## config.mk

```make
export PLATFORM = sky130hd
export DESIGN_NAME = word_pair_split_flat
export DESIGN_NICKNAME = d
export VERILOG_FILES = /design/src/rtl/word_pair_split_pkg.sv /design/src/rtl/word_pair_split_if.sv /design/src/rtl/word_pair_split.sv /design/src/flat_wrapper.sv
export SDC_FILE = /design/constraint.sdc
export NUM_CORES = 1
export LEC_CHECK = 0
export ABC_CLOCK_PERIOD_IN_PS = 14400
export BUFFER_PORTS_ARGS = -buffer_cell sky130_fd_sc_hd__buf_2
export CAP_MARGIN = 0
export CORE_MARGIN = 3
export CORE_UTILIZATION = 45
export CTS_BUF_LIST = sky130_fd_sc_hd__clkbuf_4 sky130_fd_sc_hd__clkbuf_8 sky130_fd_sc_hd__clkbuf_16
export DETAILED_ROUTE_END_ITERATION = 8
export GPL_ROUTABILITY_DRIVEN = 0
export PLACE_DENSITY_LB_ADDON = 0.12
export SLEW_MARGIN = 25
export SYNTH_ARGS = -nofsm -noshare
export SYNTH_HDL_FRONTEND = slang
export SYNTH_SLANG_ARGS = --single-unit
```

## constraint.sdc

```tcl
create_clock -name i_clk -period 14.4 [get_ports i_clk]
set_clock_uncertainty 0.2 [all_clocks]
set_input_delay 1.44 -clock i_clk [delete_from_list [all_inputs] [get_ports i_clk]]
set_output_delay 1.44 -clock i_clk [all_outputs]
set_load 0.05 [all_outputs]
```

## src/rtl/word_pair_split_pkg.sv

```systemverilog
// Shared constants and types for the line split / word compress datapath.
// Lines are LINE_W bits wide and leave the splitter as pairs of WORD_W-bit words.
package word_pair_split_pkg;

  localparam int WORD_W         = 32;
  localparam int LINE_W         = 128;
  localparam int BEATS_PER_LINE = LINE_W / (2 * WORD_W);

  // w1 sits in the low half so a pair maps directly onto a line slice.
  typedef struct packed {
    logic [WORD_W-1:0] w2;
    logic [WORD_W-1:0] w1;
  } word_pair_t;

endpackage

```

## src/rtl/word_pair_split_if.sv

```systemverilog
// Line-in / word-pair-out handshake bundle for word_pair_split.
// The slave modport is the splitter; the master modport is its environment.
interface word_pair_split_if;
  import word_pair_split_pkg::*;

  logic [LINE_W-1:0] i_line;
  logic              i_valid;
  logic              o_ready;
  logic [WORD_W-1:0] o_word1;
  logic [WORD_W-1:0] o_word2;
  logic              o_valid;
  logic              i_ready;
  logic              o_last;

  modport slave (
    input  i_line, i_valid, i_ready,
    output o_ready, o_word1, o_word2, o_valid, o_last
  );

  modport master (
    output i_line, i_valid, i_ready,
    input  o_ready, o_word1, o_word2, o_valid, o_last
  );

endinterface

```

## src/rtl/word_pair_split.sv

```systemverilog
// Splits 128-bit lines into beats of two 32-bit words, lowest word first, with an
// active and a pending slot so lines stream back to back. WORD_SPLIT_STATS_EN adds o_line_cnt.
module word_pair_split
  import word_pair_split_pkg::*;
#(
  parameter int WIDTH   = WORD_W,
  parameter int I_WIDTH = LINE_W
) (
  input  logic              i_clk,
  input  logic              i_reset,
  word_pair_split_if.slave  bus
`ifdef WORD_SPLIT_STATS_EN
  ,
  output logic [15:0]       o_line_cnt
`endif
);

  localparam int BEATS  = I_WIDTH / (2 * WIDTH);
  localparam int BEAT_W = (BEATS > 1) ? $clog2(BEATS) : 1;
  localparam logic [BEAT_W-1:0] BEAT_LAST = BEAT_W'(BEATS - 1);

  logic [I_WIDTH-1:0] act_line_q,  act_line_d;
  logic               act_valid_q, act_valid_d;
  logic [I_WIDTH-1:0] pend_line_q,  pend_line_d;
  logic               pend_valid_q, pend_valid_d;
  logic [BEAT_W-1:0]  beat_q, beat_d;

  logic [2*WIDTH-1:0] pair_w [BEATS];
  logic               last_w;
  logic               xfer_w;
  logic               accept_w;

  assign bus.o_ready = !pend_valid_q && !i_reset;
  assign last_w      = act_valid_q && (beat_q == BEAT_LAST);
  assign xfer_w      = act_valid_q && bus.i_ready;
  assign accept_w    = bus.i_valid && bus.o_ready;

  always_comb begin
    for (int b = 0; b < BEATS; b++) begin
      pair_w[b] = act_line_q[b*2*WIDTH +: 2*WIDTH];
    end
  end

  assign bus.o_valid = act_valid_q;
  assign bus.o_last  = last_w;
  assign bus.o_word1 = pair_w[beat_q][WIDTH-1:0];
  assign bus.o_word2 = pair_w[beat_q][2*WIDTH-1:WIDTH];

  always_comb begin
    act_line_d   = act_line_q;
    act_valid_d  = act_valid_q;
    pend_line_d  = pend_line_q;
    pend_valid_d = pend_valid_q;
    beat_d       = beat_q;

    if (xfer_w) begin
      if (last_w) begin
        beat_d = '0;
        if (pend_valid_q) begin
          act_line_d   = pend_line_q;
          pend_valid_d = 1'b0;
        end else begin
          act_valid_d = 1'b0;
        end
      end else begin
        beat_d = beat_q + BEAT_W'(1);
      end
    end

    // accept_w implies the pending slot is empty, so a freeing active slot takes the line.
    if (accept_w) begin
      if (!act_valid_q || (xfer_w && last_w)) begin
        act_line_d  = bus.i_line;
        act_valid_d = 1'b1;
      end else begin
        pend_line_d  = bus.i_line;
        pend_valid_d = 1'b1;
      end
    end
  end

  always_ff @(posedge i_clk or posedge i_reset) begin
    if (i_reset) begin
      act_line_q   <= '0;
      act_valid_q  <= 1'b0;
      pend_line_q  <= '0;
      pend_valid_q <= 1'b0;
      beat_q       <= '0;
    end else begin
      act_line_q   <= act_line_d;
      act_valid_q  <= act_valid_d;
      pend_line_q  <= pend_line_d;
      pend_valid_q <= pend_valid_d;
      beat_q       <= beat_d;
    end
  end

`ifdef WORD_SPLIT_STATS_EN
  logic [15:0] line_cnt_q;

  always_ff @(posedge i_clk or posedge i_reset) begin
    if (i_reset) begin
      line_cnt_q <= '0;
    end else if (xfer_w && last_w) begin
      line_cnt_q <= line_cnt_q + 16'd1;
    end
  end

  assign o_line_cnt = line_cnt_q;
`endif

endmodule

```

## src/flat_wrapper.sv

```systemverilog
// flat-port wrapper written by rule: the top's interface ports become plain ports
module word_pair_split_flat import word_pair_split_pkg::*;
#(
  parameter int WIDTH   = WORD_W,
  parameter int I_WIDTH = LINE_W
)
  (i_clk, i_reset, bus_i_line, bus_i_valid, bus_i_ready, bus_o_ready, bus_o_word1, bus_o_word2, bus_o_valid, bus_o_last);
  word_pair_split_if bus_i ();
  input  logic i_clk;
  input  logic i_reset;
  input wire logic [$bits(bus_i.i_line)-1:0] bus_i_line;
  input wire logic [$bits(bus_i.i_valid)-1:0] bus_i_valid;
  input wire logic [$bits(bus_i.i_ready)-1:0] bus_i_ready;
  output wire logic [$bits(bus_i.o_ready)-1:0] bus_o_ready;
  output wire logic [$bits(bus_i.o_word1)-1:0] bus_o_word1;
  output wire logic [$bits(bus_i.o_word2)-1:0] bus_o_word2;
  output wire logic [$bits(bus_i.o_valid)-1:0] bus_o_valid;
  output wire logic [$bits(bus_i.o_last)-1:0] bus_o_last;
  assign bus_i.i_line = bus_i_line;
  assign bus_i.i_valid = bus_i_valid;
  assign bus_i.i_ready = bus_i_ready;
  assign bus_o_ready = bus_i.o_ready;
  assign bus_o_word1 = bus_i.o_word1;
  assign bus_o_word2 = bus_i.o_word2;
  assign bus_o_valid = bus_i.o_valid;
  assign bus_o_last = bus_i.o_last;
  word_pair_split #(.WIDTH(WIDTH), .I_WIDTH(I_WIDTH)) u_core (.i_clk(i_clk), .i_reset(i_reset), .bus(bus_i));
endmodule
```

==> impl_metrics.yaml, run 1 <==
outcome:
  status: "finished clean"
synth:
  synth_top_family_by_area: "multiplexers"
  yosys-top-cells-area: "dfrtp_1, mux2_2, buf_6, buf_2, buf_4"
  avgSynthCellArea_um2: 15.5
  ys_ff_latch: 259
  yosysTopAreaCellShare: 0.541
  synth-edff-count: 0
  synth_xor_area_frac: 0.000731
  synth_area_mm2: 0.0120
  synth_mux_area_frac: 0.421
  synth.yosys.seq_area_share: 0.541
  yosysWarningCount: 0
  synth_most_common_cell: "mux2_2"
  syn-num-nets: 905
  synth.distinct_cells: 16
  synthSimpleGateAreaFrac: 0.00533
  synth_fa_ha_area_frac: 0
  syn_inst: 773
  synth-async-reset-ratio: 1.00
  ys.flop_type: "dfrtp_1"
  netlist_top_cells_count: "mux2_2, dfrtp_1, buf_2"
  yosysTopAreaCell: "dfrtp_1"
  synth-compound-area-share: 0.00125
grt:
  gr-usage-all-layers: 0.165
  grt_max_degree: 129
  antenna_found_initial: 5
  grt.overflow.total: 0
  grt_first_pass_wirelength_um: 38400
  grt_pass1_vias: 7188
timing:
  fmax_ghz: 0.238
  finalCriticalPeriod_ps: 4210
  setup_viol: 0
  hold_viol_final: 0
  slew_violations: 0
  slew_headroom: 0.382
  post-route-period-util: 0.292
  tightest_slew_ps: 927
  finalSetupTns_ps: 0
  rsz0062_at_grt: "no"
  fin_ws_ps: 10190
clock_network:
  holdBufCountCts: 0
  cts.path.max_buffers: 3
  cts_made_buffers: 29
  cts-htree-levels: 1
  postCtsSetupBuffers: 0
  clk_pin_slew_ps: 60
  cts_tree: "built"
  clkLatencyLatePin_ps: 540
  cts.sinks: 259
  root_buffer: "clkbuf_16"
  cts_resized: 0
placement:
  io_buffers: 198
  preCtsSetupSlack_ps: 10260
  hpwl_um: 14600
floorplan:
  die_area_mm2: 0.0286
  ios: 199
  start_util: 0.458
  num_rows: 59
  die_y_um: 169
  coreArea_mm2: 0.0261
  die_w_um: 169
worst_setup_path:
  reg2reg_depth: 5
  path_class: "reg -> out"
  crit_path_end_kind: "output port"
  arrival_ps: 2570
  path_max_fanout: 41
  required_ps: 12760
  cp-start-kind: "flip-flop"
routing:
  drt-pass1-iter-count: 4
  drtAntennaViolNets: 0
  vias: 6763
  vias_per_cell: 5.13
  routedWlPerCell_um: 18.0
  drcViolationCount: 0
  drt_iter0_markers: 252
  wirelength_um: 23700
power_and_ir_drop:
  ir_drop_mv: 0.177
  power_leakage_nw: 6.44
  p_total_mw: 3.61
  p_per_area_mw_per_mm2: 256
finish:
  area_growth_pct: 17.6
  final_layout_size_suffix_gt1_frac: 0.726
  multi_input_area_mm2: 0.00515
  register_area_mm2: 0.00648
  nFillCells: 2259
  layout.nets: 1095
worst_hold_path:
  hold_path_depth: 1
  hp-class: "reg -> reg"
flow_run:
  cap_viol_max_count: 0
-- placed cells by master, fill, tap and decap left out, drive strengths merged --
cell type and n:
and2 1, clkbuf 44, bufinv 1, o21ai 1
mux2 448, nor2 1, clkinv 4, diode 1
nand2 6, buf 209, dfrtp 259, inv 2
xnor2 1, nand3 2, a21bo 1, nand4 2
-- metal layers --
| metal | track usage | wire [um] | vias up |
|---|---|---|---|
| met5 | 0 | 57 | - |
| met4 | 0.0384 | 476 | 10 |
| met3 | 0.0419 | 1440 | 43 |
| met2 | 0.260 | 10800 | 143 |
| met1 | 0.230 | 10900 | 3380 |
| li1 | - | - | 3187 |
-- critical path: stages (launching register included) --
cell     delay (ps)
dfrtp_4         720
buf_4           620
mux2_2          410
buf_2           220
-- layout make-up --
type | instances | area share
repair buffers | 209 | 0.0770
flip-flops and latches | 259 | 0.460
inverters | 1 | 0.000799
clock buffers | 44 | 0.0617
diodes | 1 | 0.000178
well taps | 335 | 0.0298
clock inverters | 6 | 0.00444
multi-input cells | 463 | 0.366
-- final timing paths --
check / from / to / slack [ps]
min in group asynchronous: i_reset / u_core.bus.o_valid / 890
setup reg to reg: u_core.beat_q / u_core.act_line_q[125] / 11010
hold reg to reg: u_core.pend_line_q[57] / u_core.pend_line_q[57] / 300
max in group asynchronous: i_reset / u_core.act_line_q[64] / 11730
setup / recovery: u_core.beat_q / bus_o_word2[30] / 10190
hold / removal: u_core.pend_line_q[57] / u_core.pend_line_q[57] / 300
-- per-stage QoR --
| stage | hold slack (ps) | cells | util | instance area (um^2) |
|---|---|---|---|---|
| after detailed placement | 290 | 1267 | 0.503 | 13200 |
| after CTS | 303 | 1317 | 0.539 | 14100 |
| after global placement | 287 | 1265 | 0.502 | 13100 |
| after global routing | 318 | 1317 | 0.539 | 14100 |
| after floorplan | 275 | 773 | - | 12000 |
| final | 298 | 1318 | 0.539 | 14100 |
-- registers in the layout (all words and copies together), names as in the netlist --
name,count
u_core.act_line_q,128
u_core.beat_q,1
u_core.bus.o_valid,1
u_core.pend_line_q,128
u_core.pend_valid_q,1
-- power by group --
part	total (mW)	internal, mW	switching [mW]
logic	1.61	0.735	0.873
registers	1.29	1.10	0.187
clock network	0.714	0.431	0.282
total	3.61	2.27	1.34
-- cell families (layout without fill, tap and decap cells) --
| logic type | after synthesis | count (layout) |
|---|---|---|
| multiplexers | 448 | 448 |
| AO/OA/AOI/OAI | 2 | 2 |
| other | 0 | 1 |
| flip-flops | 259 | 259 |
| XOR/XNOR | 1 | 1 |
| buffers and inverters | 51 | 260 |
| AND/OR/NAND/NOR | 12 | 12 |
Note: power is estimated with default switching activity, not from simulation.
==> run 2: changes to the inputs <==
- ABC_CLOCK_PERIOD_IN_PS: 14400 -> 3900
- clock period: 14.4 -> 3.9 ns (I/O delays scaled with it)
==> impl_metrics.yaml, run 2 (synthesized netlist as in run 1, its figures left out) <==
outcome:
  status: "finished clean"
timing:
  tightest_slew_ps: 906
  hold_viol_final: 0
  slew_headroom: 0.396
  fmax_ghz: 0.317
  post-route-period-util: 0.808
  finalCriticalPeriod_ps: 3150
  rsz0062_at_grt: "no"
  setup_viol: 0
  hold_ws_ps: 273
  slew_violations: 0
floorplan:
  die_y_um: 169
  start_util: 0.458
  ios: 199
  coreArea_mm2: 0.0261
  die_w_um: 169
  num_rows: 59
  die_area_mm2: 0.0286
worst_setup_path:
  path_class: "reg -> out"
  required_ps: 3310
  arrival_ps: 2560
  cp-start-kind: "flip-flop"
  crit_path_end_kind: "output port"
  path_max_fanout: 42
grt:
  grt_first_pass_wirelength_um: 41500
  grt_pass1_vias: 7924
  grt.overflow.total: 0
  grt_max_degree: 95
  gr-usage-all-layers: 0.175
  antenna_found_initial: 1
flow_run:
  cap_viol_max_count: 0
clock_network:
  postCtsSetupBuffers: 0
  cts-htree-levels: 1
  cts.sinks: 259
  cts_made_buffers: 28
  cts.path.max_buffers: 3
  root_buffer: "clkbuf_16"
  cts_resized: 0
  clkLatencyLatePin_ps: 530
  cts_tree: "built"
  holdBufCountCts: 131
  clk_pin_slew_ps: 60
power_and_ir_drop:
  power_leakage_nw: 7.00
  ir_drop_mv: 0.662
  p_per_area_mw_per_mm2: 871
  p_total_mw: 13.4
worst_hold_path:
  hp-class: "in -> async"
finish:
  area_growth_pct: 28.9
  reg.largest.list: "u_core.act_line_q x128, u_core.pend_line_q x128"
  final_common_cell: "mux2_2"
  final_layout_size_suffix_gt1_frac: 0.641
  layout.nets: 1227
  final_cell_mix: "mux2_2, dfrtp_1, buf_2"
routing:
  drcViolationCount: 0
  drtAntennaViolNets: 0
  wirelength_um: 25000
  vias: 7235
  routedWlPerCell_um: 17.3
  drt_iter0_markers: 305
  vias_per_cell: 4.99
  drt-pass1-iter-count: 4
placement:
  io_buffers: 198
  hpwl_um: 15100
## run 2: cell types whose count changed in the layout (fill, tap and decap cells not counted), sizes merged
cell         before  now
clkinvlp          0    1
dlygate4sd3       0  131
clkbuf           44   40
buf             209  211
inv               2    0
clkinv            4    7
## run 2: through the flow
stage	TNS [ps]	worst slack [ps]	utilization	instance area (um^2)	std cells
finish	0	748	0.591	15400	1449
CTS	0	683	0.591	15400	1448
global placement	0	1240	0.506	13200	1269
global route	0	636	0.591	15400	1449
detailed placement	0	1230	0.506	13200	1269
floorplan	-26830	-104	-	12000	773
## run 2: area by class of cell
class,count,area (um^2)
fill,2154,10700
inverter,1,7.51
clock buffer,40,846
antenna,1,2.50
multi-input combinational,463,5150
tap,335,419
sequential,259,6480
timing repair buffer,342,2460
clock inverter,8,65.1
## run 2: worst max-delay path: stages (launching register included)
cell and delay (ps):
dfrtp_4 870, buf_4 540, mux2_2 400, buf_2 210
## run 2: worst paths after layout
| path | end | from | slack (ps) | cells after the start |
|---|---|---|---|---|
| worst max-delay path | bus_o_word2[16] | u_core.beat_q | 750 | 3 |
| worst min-delay path | u_core.act_line_q[30] | i_reset | 270 | 3 |
| worst max register to register | u_core.pend_line_q[120] | u_core.beat_q | 1260 | 4 |
| worst min register to register | u_core.pend_line_q[26] | u_core.pend_line_q[26] | 300 | 1 |
| max in group asynchronous | u_core.pend_line_q[11] | i_reset | 2360 | 4 |
| min in group i_clk | u_core.pend_line_q[26] | u_core.pend_line_q[26] | 300 | 1 |
## run 2: layer usage
metal / routed length (um) / global-route usage / share of wire
met5: 0 / 0 / 0
met4: 508 / 0.0373 / 0.020
met3: 1340 / 0.0380 / 0.054
met2: 11600 / 0.292 / 0.46
met1: 11600 / 0.238 / 0.46
## run 2: report_power, final
part / leakage, nW / switching, mW / internal (mW)
registers: 3.10 / 0.739 / 4.06
logic: 3.44 / 3.23 / 2.81
clock network: 0.465 / 1.04 / 1.56
total: 7.00 / 5.01 / 8.44
